--- src/rtl/ssd_mux_driver.sv ---
// Multiplexed N-digit seven-segment driver (common anode, active-low drives) with
// double-buffered frame-boundary reloads and PWM dimming; SSD_LZB_EN adds leading-zero blanking.
module ssd_mux_driver #(
  parameter int NUM_DIGITS = 8,
  parameter int SLOT_CYC   = 100000,
  parameter int BLANK_CYC  = 2,
  parameter int BRIGHT_W   = 4
) (
  input  logic                    clk,
  input  logic                    resetn,
  input  logic [4*NUM_DIGITS-1:0] digits,
  input  logic [NUM_DIGITS-1:0]   dp,
  input  logic [NUM_DIGITS-1:0]   digit_en,
  input  logic [BRIGHT_W-1:0]     brightness,
  input  logic                    load,
  output logic [6:0]              seg_n,
  output logic                    dp_n,
  output logic [NUM_DIGITS-1:0]   an_n,
  output logic                    frame_done
);

  localparam int SLOT_W = (SLOT_CYC > 1) ? $clog2(SLOT_CYC) : 1;
  localparam int IDX_W  = (NUM_DIGITS > 1) ? $clog2(NUM_DIGITS) : 1;
  localparam logic [SLOT_W-1:0] SLOT_LAST = SLOT_W'(SLOT_CYC - 1);
  localparam logic [IDX_W-1:0]  IDX_LAST  = IDX_W'(NUM_DIGITS - 1);

  function automatic logic [6:0] dec7(input logic [3:0] n);
    logic [6:0] s;
    case (n)
      4'h0: s = 7'h40;
      4'h1: s = 7'h79;
      4'h2: s = 7'h24;
      4'h3: s = 7'h30;
      4'h4: s = 7'h19;
      4'h5: s = 7'h12;
      4'h6: s = 7'h02;
      4'h7: s = 7'h78;
      4'h8: s = 7'h00;
      4'h9: s = 7'h10;
      4'hA: s = 7'h08;
      4'hB: s = 7'h03;
      4'hC: s = 7'h46;
      4'hD: s = 7'h21;
      4'hE: s = 7'h06;
      default: s = 7'h0E;
    endcase
    return s;
  endfunction

  logic [SLOT_W-1:0]       slot_q, slot_d;
  logic [IDX_W-1:0]        idx_q, idx_d;
  logic [BRIGHT_W-1:0]     pwm_q;
  logic [4*NUM_DIGITS-1:0] stg_dig_q, stg_dig_d, sh_dig_q, sh_dig_d;
  logic [NUM_DIGITS-1:0]   stg_dp_q, stg_dp_d, sh_dp_q, sh_dp_d;
  logic [NUM_DIGITS-1:0]   stg_en_q, stg_en_d, sh_en_q, sh_en_d;
  logic                    pend_q, pend_d;
  logic [NUM_DIGITS-1:0]   an_n_q, an_n_d;
  logic [6:0]              seg_n_q, seg_n_d;
  logic                    dp_n_q, dp_n_d;
  logic                    bnd_q, fd_q;
  logic                    slot_wrap, boundary, lit;
  logic [3:0]              nib;
  logic [NUM_DIGITS-1:0]   blank;

  assign slot_wrap = (slot_q == SLOT_LAST);
  assign boundary  = slot_wrap && (idx_q == IDX_LAST);

  always_comb begin
    slot_d = slot_wrap ? '0 : slot_q + 1'b1;
    idx_d  = idx_q;
    if (slot_wrap) idx_d = (idx_q == IDX_LAST) ? '0 : idx_q + 1'b1;
  end

  // A load coinciding with the boundary bypasses staging so it is never a frame late.
  always_comb begin
    stg_dig_d = stg_dig_q;
    stg_dp_d  = stg_dp_q;
    stg_en_d  = stg_en_q;
    sh_dig_d  = sh_dig_q;
    sh_dp_d   = sh_dp_q;
    sh_en_d   = sh_en_q;
    pend_d    = pend_q;
    if (load && boundary) begin
      sh_dig_d = digits;
      sh_dp_d  = dp;
      sh_en_d  = digit_en;
      pend_d   = 1'b0;
    end else begin
      if (boundary && pend_q) begin
        sh_dig_d = stg_dig_q;
        sh_dp_d  = stg_dp_q;
        sh_en_d  = stg_en_q;
        pend_d   = 1'b0;
      end
      if (load) begin
        stg_dig_d = digits;
        stg_dp_d  = dp;
        stg_en_d  = digit_en;
        pend_d    = 1'b1;
      end
    end
  end

`ifdef SSD_LZB_EN
  // Scan from the top: zeros are blanked until the first enabled nonzero digit.
  always_comb begin
    logic seen;
    seen  = 1'b0;
    blank = '0;
    for (int k = NUM_DIGITS - 1; k >= 0; k--) begin
      if (sh_en_q[k] && (sh_dig_q[4*k +: 4] != 4'h0)) seen = 1'b1;
      if ((k != 0) && !seen && sh_en_q[k] && (sh_dig_q[4*k +: 4] == 4'h0)) blank[k] = 1'b1;
    end
  end
`else
  assign blank = '0;
`endif

  assign nib = sh_dig_q[{idx_q, 2'b00} +: 4];
  assign lit = (int'(slot_q) >= BLANK_CYC) && (pwm_q <= brightness) &&
               sh_en_q[idx_q] && !blank[idx_q];

  always_comb begin
    an_n_d  = lit ? ~(NUM_DIGITS'(1) << idx_q) : '1;
    seg_n_d = lit ? dec7(nib) : 7'h7F;
    dp_n_d  = lit ? ~sh_dp_q[idx_q] : 1'b1;
  end

  always_ff @(posedge clk or negedge resetn) begin
    if (!resetn) begin
      slot_q    <= '0;
      idx_q     <= '0;
      pwm_q     <= '0;
      stg_dig_q <= '0;
      stg_dp_q  <= '0;
      stg_en_q  <= '0;
      sh_dig_q  <= '0;
      sh_dp_q   <= '0;
      sh_en_q   <= '0;
      pend_q    <= 1'b0;
      an_n_q    <= '1;
      seg_n_q   <= 7'h7F;
      dp_n_q    <= 1'b1;
      bnd_q     <= 1'b0;
      fd_q      <= 1'b0;
    end else begin
      slot_q    <= slot_d;
      idx_q     <= idx_d;
      pwm_q     <= pwm_q + 1'b1;
      stg_dig_q <= stg_dig_d;
      stg_dp_q  <= stg_dp_d;
      stg_en_q  <= stg_en_d;
      sh_dig_q  <= sh_dig_d;
      sh_dp_q   <= sh_dp_d;
      sh_en_q   <= sh_en_d;
      pend_q    <= pend_d;
      an_n_q    <= an_n_d;
      seg_n_q   <= seg_n_d;
      dp_n_q    <= dp_n_d;
      // Two stages so the pulse lines up with the first output cycle of index 0.
      bnd_q     <= boundary;
      fd_q      <= bnd_q;
    end
  end

  assign an_n       = an_n_q;
  assign seg_n      = seg_n_q;
  assign dp_n       = dp_n_q;
  assign frame_done = fd_q;

endmodule

--- config.mk ---
export PLATFORM = sky130hd
export DESIGN_NAME = ssd_mux_driver
export DESIGN_NICKNAME = d
export VERILOG_FILES = /design/src/rtl/ssd_mux_driver.sv
export SDC_FILE = /design/constraint.sdc
export NUM_CORES = 1
export LEC_CHECK = 0
export CAP_MARGIN = 10
export CORE_MARGIN = 2
export CORE_UTILIZATION = 49
export DETAILED_ROUTE_END_ITERATION = 16
export PLACE_DENSITY = 0.74
export SETUP_SLACK_MARGIN = 0.5
export SLEW_MARGIN = 15
export SYNTH_ARGS = -nofsm -noshare
export SYNTH_HDL_FRONTEND = slang
export SYNTH_SLANG_ARGS = --single-unit
--- constraint.sdc ---
create_clock -name clk -period 5.7 [get_ports clk]
set_input_delay 0.57 -clock clk [delete_from_list [all_inputs] [get_ports clk]]
set_output_delay 0.57 -clock clk [all_outputs]
set_load 0.01 [all_outputs]
# Yosys cells after proc, flatten, opt, wreduce, memory -nomap -nowiden

Memory sizes are Yosys's and may differ from the RTL's.
Index checks and enable logic that the tools add are counted.

Memory bits (read-only): 120
Register bits after elaboration: 139
Memories: 2
Input port bits: 55
Output and inout port bits: 17
Logic and storage cells: 59

Memory list:

| name            | words | bits a word | read ports | clocked after memory_dff | write ports | RTL line | source |
|---|---|---|---|---|---|---|---|
| (no name shown) | 16    | 7           | 1          | 0                        | 0           | 29       | `case (n)` |
| (no name shown) | 8     | 1           | 1          | 0                        | 0           | 121      | `sh_en_q[idx_q] && !blank[idx_q];` |

Eq/ne operators: 2
Add/subtract/negate cells: 3
Shift operators: 2
Reduce and logical (&&, ||, !) cells: 10
Order comparisons: 3
Multiplexer cells: 19
Bitwise logic cells: 3

Operators with widths:

| cell                                                                   | count |
|---|---|
| 32-bit 2-to-1 mux                                                      | 2 |
| 8-bit 2-to-1 mux                                                       | 5 |
| 32-bit by 6-bit variable part select with 4-bit output                 | 1 |
| 17-bit by 1-bit adder with 17-bit output, second input constant        | 1 |
| 17-bit equality test, second input constant                            | 1 |
| 17-bit by 2-bit >= comparator with 1-bit output, second input constant | 1 |
| 17-bit 2-to-1 mux                                                      | 1 |
| 8-bit inverter                                                         | 1 |
| 1-bit by 3-bit << shifter with 8-bit output, first input constant      | 1 |
| 1-bit 2-to-1 mux                                                       | 7 |
| 7-bit 2-to-1 mux                                                       | 1 |
| 1-bit binary-select mux with 3-bit select                              | 2 |
| 1-bit logical AND                                                      | 6 |
| 4-bit by 1-bit adder with 4-bit output, second input constant          | 1 |
| 4-bit less-or-equal comparator                                         | 1 |
| 3-bit by 4-bit < comparator with 1-bit output, second input constant   | 1 |
| 3-bit by 1-bit adder with 3-bit output, second input constant          | 1 |
| 3-bit equality test, second input constant                             | 1 |
| 3-bit 2-to-1 mux                                                       | 1 |
| 3-bit nonzero test                                                     | 1 |
| 1-bit inverter                                                         | 2 |
| 2-bit AND reduction                                                    | 1 |
| 2-bit nonzero test                                                     | 1 |
| 1-bit zero test                                                        | 1 |

# Longest topological paths before layout

Gate-level depths: netlist of the first run.

Depth after elaboration: 6
Depth in mapped cells: 10
Mapped depth without buffers: 8

# Worst setup path after synthesis of the first run

No wires, ideal clock.

Kind: register -> register
Start point: register idx_q[0]
End point: register seg_n_q[0], in the netlist seg_n[0]
Library setup time: 87 ps
Setup slack: 3356 ps
Period minus slack after synthesis: 2344 ps
Cell stages (with the launch flop): 9
Data required time: 5613 ps
Data arrival time: 2257 ps
Path buffers: 2
Cell sequence: dfrtp_1 buf_2 buf_4 mux4_2 mux2_2 ha_1 or3_1 o21ai_0 o21ai_0

Longest elaborated chain between the ends: 5
Elaborated cells between the ends (all ways): 10
Classes of those cells: 1 x shift; 4 x mux; 3 x reduce/logical; 2 x memory

Ends and longest elaborated chain:

| item                                                      | RTL line | source |
|---|---|---|
| from (decl)                                               | 51       | `logic [IDX_W-1:0] idx_q, idx_d;` |
| from (signal assigned)                                    | 148      | `idx_q <= idx_d;` |
| branches (longest 4 deep; another with memory 16 x 7 bit) | -        |  |
| 7-bit 2-to-1 mux *                                        | 125      | `seg_n_d = lit ? dec7(nib) : 7'h7F;` |
| named net seg_n_d[0]                                      | 58       | `logic [6:0] seg_n_q, seg_n_d;` |
| to (signal assigned)                                      | 158      | `seg_n_q <= seg_n_d;` |
| to (decl)                                                 | 58       |  |

Mark *: on every way through the listed nets, which the timed path passes. The select of a mux whose other input is x is not followed.
A chain may end at the register's enable or synchronous reset.

# Worst setup path after layout of the first run

Start point: register idx_q[0]
End point: register stg_dig_q[21]

Longest elaborated chain between the ends: 5

Ends and longest elaborated chain:

| item                          | RTL line | source |
|---|---|---|
| 3-bit equality test           | 66       | `assign boundary = slot_wrap && (idx_q == IDX_LAST);` |
| 1-bit logical AND             | 66       |  |
| 1-bit logical AND             | 83       | `if (load && boundary) begin` |
| 1-bit inverter (no line)      | -        |  |
| 2-bit AND reduction (no line) | -        |  |
| to (signal assigned)          | 150      | `stg_dig_q <= stg_dig_d;` |
| to (decl)                     | 53       | `logic [4*NUM_DIGITS-1:0] stg_dig_q, stg_dig_d, sh_dig_q, sh_dig_d;` |

No other way between the ends.

==> results of run 1 <==
registers in the layout, indices dropped and copies added, names as in the netlist, 3 cells and up:
name / cells
stg_en_q: 8
sh_en_q: 8
sh_dig_q: 32
sh_dp_q: 8
pwm_q: 4
an_n: 8
slot_q: 17
stg_dig_q: 32
seg_n: 7
stg_dp_q: 8
idx_q: 3
cell type report:
class	instances	share of cell area, %
Clock buffer	20	5.76
Clock inverter	12	1.79
Inverter	15	0.726
Multi-Input combinational cell	312	34.1
Sequential cell	139	45.1
Tap cell	172	2.78
Timing Repair Buffer	77	9.69
layer usage:
layer  share of wire, %  up-vias  global-route usage [%]
met1                 45     2209                    28.4
met4                1.4        0                    7.30
met2                 49      137                    32.3
li1                   -     1999                       -
met5                  0        -                       0
met3                5.1       19                    5.47
final timing paths:
kind | start | end | slack, ns | cells after the start
worst max register to register | idx_q[0] | stg_dig_q[21] | 1.96 | 6
worst min register to register | bnd_q | frame_done | 0.36 | 0
min in group clk | bnd_q | frame_done | 0.36 | 0
max in group asynchronous | resetn | stg_dig_q[12] | 4.07 | 2
worst min-delay path | resetn | slot_q[10] | 0.30 | 1
worst max-delay path | idx_q[0] | stg_dig_q[21] | 1.96 | 6
per-stage QoR:
stage	cells	power (mW)	setup WS [ns]	util, %	hold WS [ns]
finish	747	2.37	1.96	61.4	0.300
global route	747	2.46	1.70	61.4	0.366
CTS	746	2.39	1.93	61.4	0.311
detailed placement	714	1.30	1.95	56.7	0.349
global placement	714	1.29	2.07	56.7	0.356
floorplan	499	1.20	3.36	-	0.274
Yosys cell counts (2+ instances only):
library cell    n
or4_1           3
dfstp_2        16
mux2i_1         7
buf_2          11
buf_4           2
nand4_1         8
o211ai_1        5
and2_1          3
or3_1           3
nand3_1        10
o221ai_1        2
buf_6           3
nor2_1         19
xnor2_1        10
mux4_2         12
xor2_1          6
o22ai_1        55
ha_1           19
o21ai_0         6
a21oi_1        11
mux2_4         20
and3_1          3
nor3_1          3
inv_1          15
nand2_1        29
a2bb2oi_1      40
mux2_2         31
dfrtp_1       123
clkbuf_1       17
cell families (layout without fill, tap and decap cells):
logic type | count (synthesis) | count (layout)
AO/OA/AOI/OAI | 123 | 123
XOR/XNOR | 16 | 16
adder cells (fa/ha/maj) | 19 | 19
buffers and inverters | 48 | 124
flip-flops | 139 | 139
multiplexers | 70 | 70
AND/OR/NAND/NOR | 84 | 84
power groups by stage:
stage	sequential, mW	clock (mW)	combinational (mW)
after floorplan	1.08	0	0.116
after global placement	1.09	0	0.204
after detailed placement	1.09	0	0.210
after CTS	1.07	1.10	0.212
after global routing	1.08	1.15	0.231
final	1.07	1.08	0.211
worst register-to-register path: cells and delay by family, from the launching register on:
kind	cells	cell delay, ns
adder cells (fa/ha/maj)	2	0.66
multiplexers	1	0.40
flip-flops	1	0.70
buffers and inverters	1	0.47
AND/OR/NAND/NOR	2	1.40
==> out/metrics.cfg, run 1 <==
[outcome]
outcome=completed

[placement]
place_area_sq_um=7160
io_buffers=71
dpl.hpwl_um=8820
place.gp.congestion=0.846

[critical_path]
crit_arrival_ns=4.05
path_cells=ha_1 -> ha_1 -> and3_2 -> nor2_4 -> buf_4 -> mux2_2
critPathMostFrequentCell=ha_1
worstSetupPathType=register to register
required_ns=6.01
cp_slowest_cell=nor2_4
cp_top_family=simple AND/OR/NAND/NOR gates
start_kind=register
cp_max_fo=52
path_buf_inv=1
cp-end-kind=register
cpPeakStageDelay_ns=0.86

[yosys]
ys_warn_count=0
ys_seq_elements=139
synth_xor_area_share_pct=2.21
synth_cell_types=36
seq_area_frac_synth_pct=55.1
synthArstFlopShare_pct=100
synth-main-ff-cell=dfrtp_1
synth_nets=573
yosys.area_share.simple_pct=6.18
synthTopCellsByArea=dfrtp_1 (48%), dfstp_2 (6.6%), a2bb2oi_1 (5.5%)
synth_top_area_share_pct=48.5
yosys.area.top_type=dfrtp_1
synth_enable_flop_cells=0
synth_area_sq_um=6350
synth_compound_area_share_pct=13.7
synth_top_family_by_area=multiplexers
synth_mux_area_share_pct=15.6
synthCells=499
synth_fa_ha_area_share_pct=3.74
syn_area_per_cell_sq_um=12.7

[clock_tree]
post_cts_buffers=0
cts_root_buf=clkbuf_16
cts_buffer_depth=2
cts-htree-levels=4
cts_made_buffers=17
hold_buffers=0
worstSkewPairLatency_ns=0.43
clkTransAtPathRegs_ns=0.06
cts_sinks=139
cts_tree=yes
cts_resized=0

[route]
ant_nets=0
first_iter_violations=280
vias=4364
dr.pass1.iters=5
via_per_inst=5.84
drc=0
routedWlPerCell_um=18.1
drt-total-wl_um=13500

[cells_and_area]
nets=636
syn_to_final_growth_pct=22.0
seq_area_sq_um=3500
multiInputGateArea_sq_um=2650
fin_area_sq_um=7750
final_common_cell=dfrtp_1
final_cell_mix=dfrtp_1 (123), clkdlybuf4s50_1 (70), o22ai_1 (55), a2bb2oi_1 (40), mux2_2 (31)
final_layout_size_suffix_gt1_share_pct=20.9
final.fill_count=994
antennaDiodeCount=0

[power]
p_sw_uw=549
clkPwrFrac_pct=45.8
p_int_mw=1.82
peakVddDrop_mv=0.209
seqPwrFrac_pct=45.3
p_sw_share_pct=23.1
combPwrFrac_pct=8.9
p_leak_nw=3.31
p_per_area_nw_per_um2=306

[die]
die_w_um=118
initial_core_util_pct=50.3
io_pins=72
core-area_sq_um=12600
die_area_sq_um=13900
die_h_um=118
rows=41

[timing]
worstMarginPinSlew_ns=1.01
rsz0062_at_grt=no
timing.slew.headroom_pct=32.4
hold_viol_final=0
fmax_mhz=267
fin_crit_sh_pct=65.6
slew_viol_final=0
skew_ns=0.0114
setup-tns-final_ns=0
period_needed_ns=3.74
setup_viol_count_final=0

[global_route]
gr-total-overflow=0
grt_max_degree=78
antenna_found_initial=0
grt_use_total_pct=20.8
grt_pass1_wl_um=22700
grt_pass1_vias=4432

[job]
drv_cap=0

[hold_path]
hp-class=input port to async pin

(Power assumes the default switching activity.)
==> run 2: changes to the inputs <==
PLACE_DENSITY = 0.77   (was 0.74)
clock period = 3.01 ns   (was 5.7 ns; I/O delays follow)
==> run 2 against run 1 <==
Net effect: design area grew 1.5%; maximum frequency grew 59%; die area is the same; register-to-register slack lost 1.3 ns; non-clock buffer count grew 8; core utilization grew 0.89 points; cell count grew 0.94%; via count grew 1.4%; critical endpoint is now seg_n[0]; first-iteration DRC count grew 38%.
==> out/metrics.cfg, run 2 (synthesized netlist as in run 1, its figures left out) <==
[route]
vias=4426
via_per_inst=5.87
ant_nets=0
routedWlPerCell_um=18.5
dr.pass1.iters=4
drt-total-wl_um=13900
drc=0
first_iter_violations=387

[power]
p_total_mw=4.58
clkPwrFrac_pct=46.6
seqPwrFrac_pct=44.5
p_int_mw=3.59
combPwrFrac_pct=8.9
p_leak_nw=3.38
p_sw_share_pct=21.5
p_sw_uw=984
p_per_area_nw_per_um2=582
peakVddDrop_mv=0.328

[placement]
dpl.hpwl_um=9130
place.gp.congestion=0.837
place_area_sq_um=7240
io_buffers=71

[critical_path]
path_cells=mux4_2 -> mux2_2 -> ha_1 -> or3_1 -> o21ai_0 -> o21ai_0
required_ns=3.34
cp_top_family=multiplexers
critPathMostFrequentCell=o21ai_0
path_buf_inv=0
r2r_end=seg_n[0]
cp_max_fo=11
cp_slowest_cell=mux4_2
cpPeakStageDelay_ns=0.56
start_kind=register
crit_arrival_ns=2.68
cp-end-kind=register
reg2reg_from=idx_q[0]
reg2reg_depth=6
rrSetupSlack_ns=0.66
worstSetupPathType=register to register

[clock_tree]
post_cts_buffers=0
cts-htree-levels=4
cts_buffer_depth=2
clkTransAtPathRegs_ns=0.06
cts_tree=yes
cts_root_buf=clkbuf_16
cts_made_buffers=17
worstSkewPairLatency_ns=0.42
cts_sinks=139

[die]
die_h_um=118
core-area_sq_um=12600
die_w_um=118
rows=41
die_area_sq_um=13900
io_pins=72
initial_core_util_pct=50.3

[cells_and_area]
nets=644
final_common_cell=dfrtp_1
final_cell_mix=dfrtp_1 (122), clkdlybuf4s50_1 (70), o22ai_1 (55), a2bb2oi_1 (40), mux2_2 (31)
final_layout_size_suffix_gt1_share_pct=21.6
antennaDiodeCount=0
reg_top3=sh_dig_q: 32 flops, stg_dig_q: 32 flops, slot_q: 17 flops
fin_area_sq_um=7860
syn_to_final_growth_pct=23.8

[hold_path]
hp-class=register to register
hold_path_startpoint=bnd_q
holdPathEnd=frame_done
hold_depth=0

[timing]
skew_ns=0.00745
fin_crit_sh_pct=78.0
worstMarginPinSlew_ns=0.680
setup-tns-final_ns=0
timing.slew.headroom_pct=54.7
rsz0062_at_grt=no
setup_viol_count_final=0
fmax_mhz=426
period_needed_ns=2.35
hold_viol_final=0
slew_viol_final=0

[global_route]
grt_pass1_wl_um=23000
gr-total-overflow=0
grt_max_degree=67
antenna_found_initial=0
grt_use_total_pct=20.9
grt_pass1_vias=4462

[outcome]
outcome=completed

[job]
drv_cap=0

[run 2: through the flow]
step                      util (%)  std cells  hold WS (ns)  setup slack, ns
after floorplan                  -        499       0.00541            0.666
after global placement        57.4        722         0.348            0.611
after detailed placement      57.4        722         0.339            0.499
after CTS                     62.3        754         0.352            0.601
after global routing          62.3        754         0.355            0.563
final                         62.3        754         0.349            0.661
[run 2: cell type report]
| type | count | area (sq um) |
|---|---|---|
| fillers | 983 | 4760 |
| flip-flops and latches | 139 | 3500 |
| multi-input cells | 312 | 2640 |
| repair buffers | 85 | 845 |
| clock buffers | 24 | 492 |
| well taps | 172 | 215 |
| clock inverters | 7 | 113 |
| inverters | 15 | 56.3 |
[run 2: how the worst max path moves through the flow]
| stage | start | depth (start not counted) | to | slack (ns) |
|---|---|---|---|---|
| after floorplan | idx_q[0] | 8 | seg_n[0] | 0.67 |
| after global placement | idx_q[0] | 6 | seg_n[0] | 0.61 |
| after detailed placement | idx_q[0] | 6 | seg_n[0] | 0.50 |
| after CTS | slot_q[11] | 6 | sh_dp_q[7] | 0.60 |
| after global routing | idx_q[0] | 6 | seg_n[0] | 0.56 |
| final | idx_q[0] | 6 | seg_n[0] | 0.66 |
[run 2: per-layer routing]
| layer | GRT usage, % | vias to the layer above | wire length, um |
|---|---|---|---|
| met5 | 0 | - | 0 |
| met4 | 6.33 | 0 | 167 |
| met3 | 5.72 | 22 | 695 |
| met2 | 32.6 | 130 | 6740 |
| met1 | 28.8 | 2260 | 6320 |
| li1 | - | 2014 | - |
[run 2: timing repair]
item / CTS / global route
resized for setup: 1 / 2
hold endpoints to repair: 50 / 0
hold buffers: 1 / 0
endpoints found under the setup margin: 1 / 7
[run 2: power by group through the flow]
stage / Sequential, mW / Combinational [mW] / Clock, mW
global route: 2.05 / 0.444 / 2.25
detailed placement: 2.06 / 0.406 / 0
CTS: 2.04 / 0.412 / 2.15
global placement: 2.06 / 0.395 / 0
finish: 2.04 / 0.407 / 2.13
floorplan: 2.05 / 0.220 / 0
==> RTL edit (flow settings as in run 2) <==
Register the inputs `digits`, `dp`, `digit_en`, `brightness` and `load` before use, without a reset. The logic sees them one clock later.
--- a/src/rtl/ssd_mux_driver.sv
+++ b/src/rtl/ssd_mux_driver.sv
@@ -23,6 +23,20 @@
   localparam int IDX_W  = (NUM_DIGITS > 1) ? $clog2(NUM_DIGITS) : 1;
   localparam logic [SLOT_W-1:0] SLOT_LAST = SLOT_W'(SLOT_CYC - 1);
   localparam logic [IDX_W-1:0]  IDX_LAST  = IDX_W'(NUM_DIGITS - 1);
+
+  logic [4*NUM_DIGITS-1:0] digits_q;
+  logic [NUM_DIGITS-1:0] dp_q;
+  logic [NUM_DIGITS-1:0] digit_en_q;
+  logic [BRIGHT_W-1:0] brightness_q;
+  logic load_q;
+
+  always_ff @(posedge clk) begin
+    digits_q     <= digits;
+    dp_q         <= dp;
+    digit_en_q   <= digit_en;
+    brightness_q <= brightness;
+    load_q       <= load;
+  end
 
   function automatic logic [6:0] dec7(input logic [3:0] n);
     logic [6:0] s;
@@ -80,10 +94,10 @@
     sh_dp_d   = sh_dp_q;
     sh_en_d   = sh_en_q;
     pend_d    = pend_q;
-    if (load && boundary) begin
-      sh_dig_d = digits;
-      sh_dp_d  = dp;
-      sh_en_d  = digit_en;
+    if (load_q && boundary) begin
+      sh_dig_d = digits_q;
+      sh_dp_d  = dp_q;
+      sh_en_d  = digit_en_q;
       pend_d   = 1'b0;
     end else begin
       if (boundary && pend_q) begin
@@ -92,10 +106,10 @@
         sh_en_d  = stg_en_q;
         pend_d   = 1'b0;
       end
-      if (load) begin
-        stg_dig_d = digits;
-        stg_dp_d  = dp;
-        stg_en_d  = digit_en;
+      if (load_q) begin
+        stg_dig_d = digits_q;
+        stg_dp_d  = dp_q;
+        stg_en_d  = digit_en_q;
         pend_d    = 1'b1;
       end
     end
@@ -117,7 +131,7 @@
 `endif
 
   assign nib = sh_dig_q[{idx_q, 2'b00} +: 4];
-  assign lit = (int'(slot_q) >= BLANK_CYC) && (pwm_q <= brightness) &&
+  assign lit = (int'(slot_q) >= BLANK_CYC) && (pwm_q <= brightness_q) &&
                sh_en_q[idx_q] && !blank[idx_q];
 
   always_comb begin
Check against the original RTL: no difference found for any inputs over 10 cycles, from zero or initial values and one cycle with resetn low; that may be too few to reach the edited logic, so the function may still have changed.
==> RTL edit against run 2 <==
Clock skew rose by 0.021 ns; setup slack got worse by 0.033 ns; design area rose by 13%; total power rose by 12%; routed wire length rose by 0.19%; global-route usage fell by 2.0 points; sequential cell count rose by 53; clock power barely moved; synthesized cell count rose by 18%; via count rose by 6.2%; combinational power fell by 37%; synthesized area rose by 16%; die area rose by 15%; largest power group is now sequential cells.
==> RTL edit: results <==
# TYPE chip_impl_metric gauge
chip_impl_metric{name="synth-async-reset-ratio",unit="%"} 72.4
chip_impl_info{name="holdCritPathClass",value="input port to flip-flop"} 1
chip_impl_metric{name="netlist-cell-type-count",unit=""} 40
chip_impl_metric{name="design.final.nets",unit=""} 735
chip_impl_metric{name="netlist_instances",unit=""} 588
chip_impl_metric{name="grt_start_max_net_pins",unit=""} 61
chip_impl_metric{name="layout-drive-gt1-share",unit="%"} 16.5
chip_impl_info{name="cp-endpoint",value="stg_dig_q[28]"} 1
chip_impl_metric{name="via_count",unit=""} 4700
chip_impl_metric{name="worstSkewPairLatency",unit="ns"} 0.44
chip_impl_metric{name="clock_skew",unit="ns"} 0.0284
chip_impl_metric{name="seq_area_frac_synth",unit="%"} 61.8
chip_impl_metric{name="placement.setup.worst_slack",unit="ns"} 0.442
chip_impl_metric{name="power.static_leakage",unit="nW"} 3.77
chip_impl_metric{name="slew-limit-headroom",unit="%"} 52.0
chip_impl_metric{name="fillCellCount",unit=""} 1147
chip_impl_metric{name="finalWeightedCongestion",unit=""} 0.848
chip_impl_metric{name="worstRegToRegCells",unit=""} 7
chip_impl_info{name="hold_end",value="digits_q[16]"} 1
chip_impl_info{name="largest_regs",value="digits_q x32, sh_dig_q x32, stg_dig_q x32"} 1
chip_impl_metric{name="synthesis.nets",unit=""} 662
chip_impl_info{name="synthTopCellsByArea",value="sky130_fd_sc_hd__dfrtp_1 42%, sky130_fd_sc_hd__dfxtp_1 14%, sky130_fd_sc_hd__dfstp_2 5.7%"} 1
chip_impl_metric{name="first_global_vias",unit=""} 4838
chip_impl_info{name="hold_start",value="digits[16]"} 1
chip_impl_metric{name="grt_first_pass_wirelength",unit="um"} 24000
chip_impl_metric{name="drt_iter0_markers",unit=""} 297
chip_impl_info{name="run_status",value="finished, final reports clean"} 1
chip_impl_metric{name="crit_arrival",unit="ns"} 2.70
chip_impl_metric{name="vias_per_cell",unit=""} 5.48
chip_impl_metric{name="rrSetupSlack",unit="ns"} 0.63
-- RTL edit: changes by cell type after synthesis, sizes merged, moves of 4 or more --
cell / run 2 / this run
dfxtp: 0 / 53
a21oi: 11 / 2
nand2: 29 / 75
buf: 16 / 20
o22ai: 55 / 47
o21ai: 6 / 52
clkbuf: 17 / 11
a2bb2oi: 40 / 0
-- RTL edit: where the power goes --
group          leakage, nW  switching [W]  total, W  internal (W)
registers             2.20      0.0000563   0.00273       0.00267
clock network        0.285        0.00103   0.00213       0.00110
logic                 1.29       0.000110  0.000256      0.000146
total                 3.77        0.00119   0.00511       0.00392
-- RTL edit: cell type report --
class | instances | area share, %
multi-input cells | 348 | 29.1
clock buffers | 17 | 4.80
well taps | 184 | 2.60
flip-flops and latches | 192 | 51.5
inverters | 17 | 0.720
clock inverters | 15 | 1.67
repair buffers | 85 | 9.68
-- RTL edit: worst max-delay path, cell delays in order, from the launching register on --
cell	delay, ns
sky130_fd_sc_hd__dfrtp_2	0.57
sky130_fd_sc_hd__ha_1	0.24
sky130_fd_sc_hd__ha_1	0.16
sky130_fd_sc_hd__inv_1	0.11
sky130_fd_sc_hd__nor3_2	0.33
sky130_fd_sc_hd__nand2b_2	0.22
sky130_fd_sc_hd__buf_12	0.23
sky130_fd_sc_hd__mux2_2	0.37
-- RTL edit: per-layer routing --
| layer | GRT usage (%) | up-vias | share of wire [%] |
|---|---|---|---|
| li1 | - | 2233 | - |
| met1 | 25.7 | 2348 | 46 |
| met2 | 30.0 | 111 | 49 |
| met3 | 4.81 | 8 | 4.5 |
| met4 | 6.27 | 0 | 0.75 |
| met5 | 0 | - | 0 |
-- RTL edit: repair_timing --
item,4_1_cts,5_1_grt
setup endpoints to repair,82,8
hold buffers,1,0
hold endpoints to repair,56,0
resized for setup,1,1
setup buffers,0,0
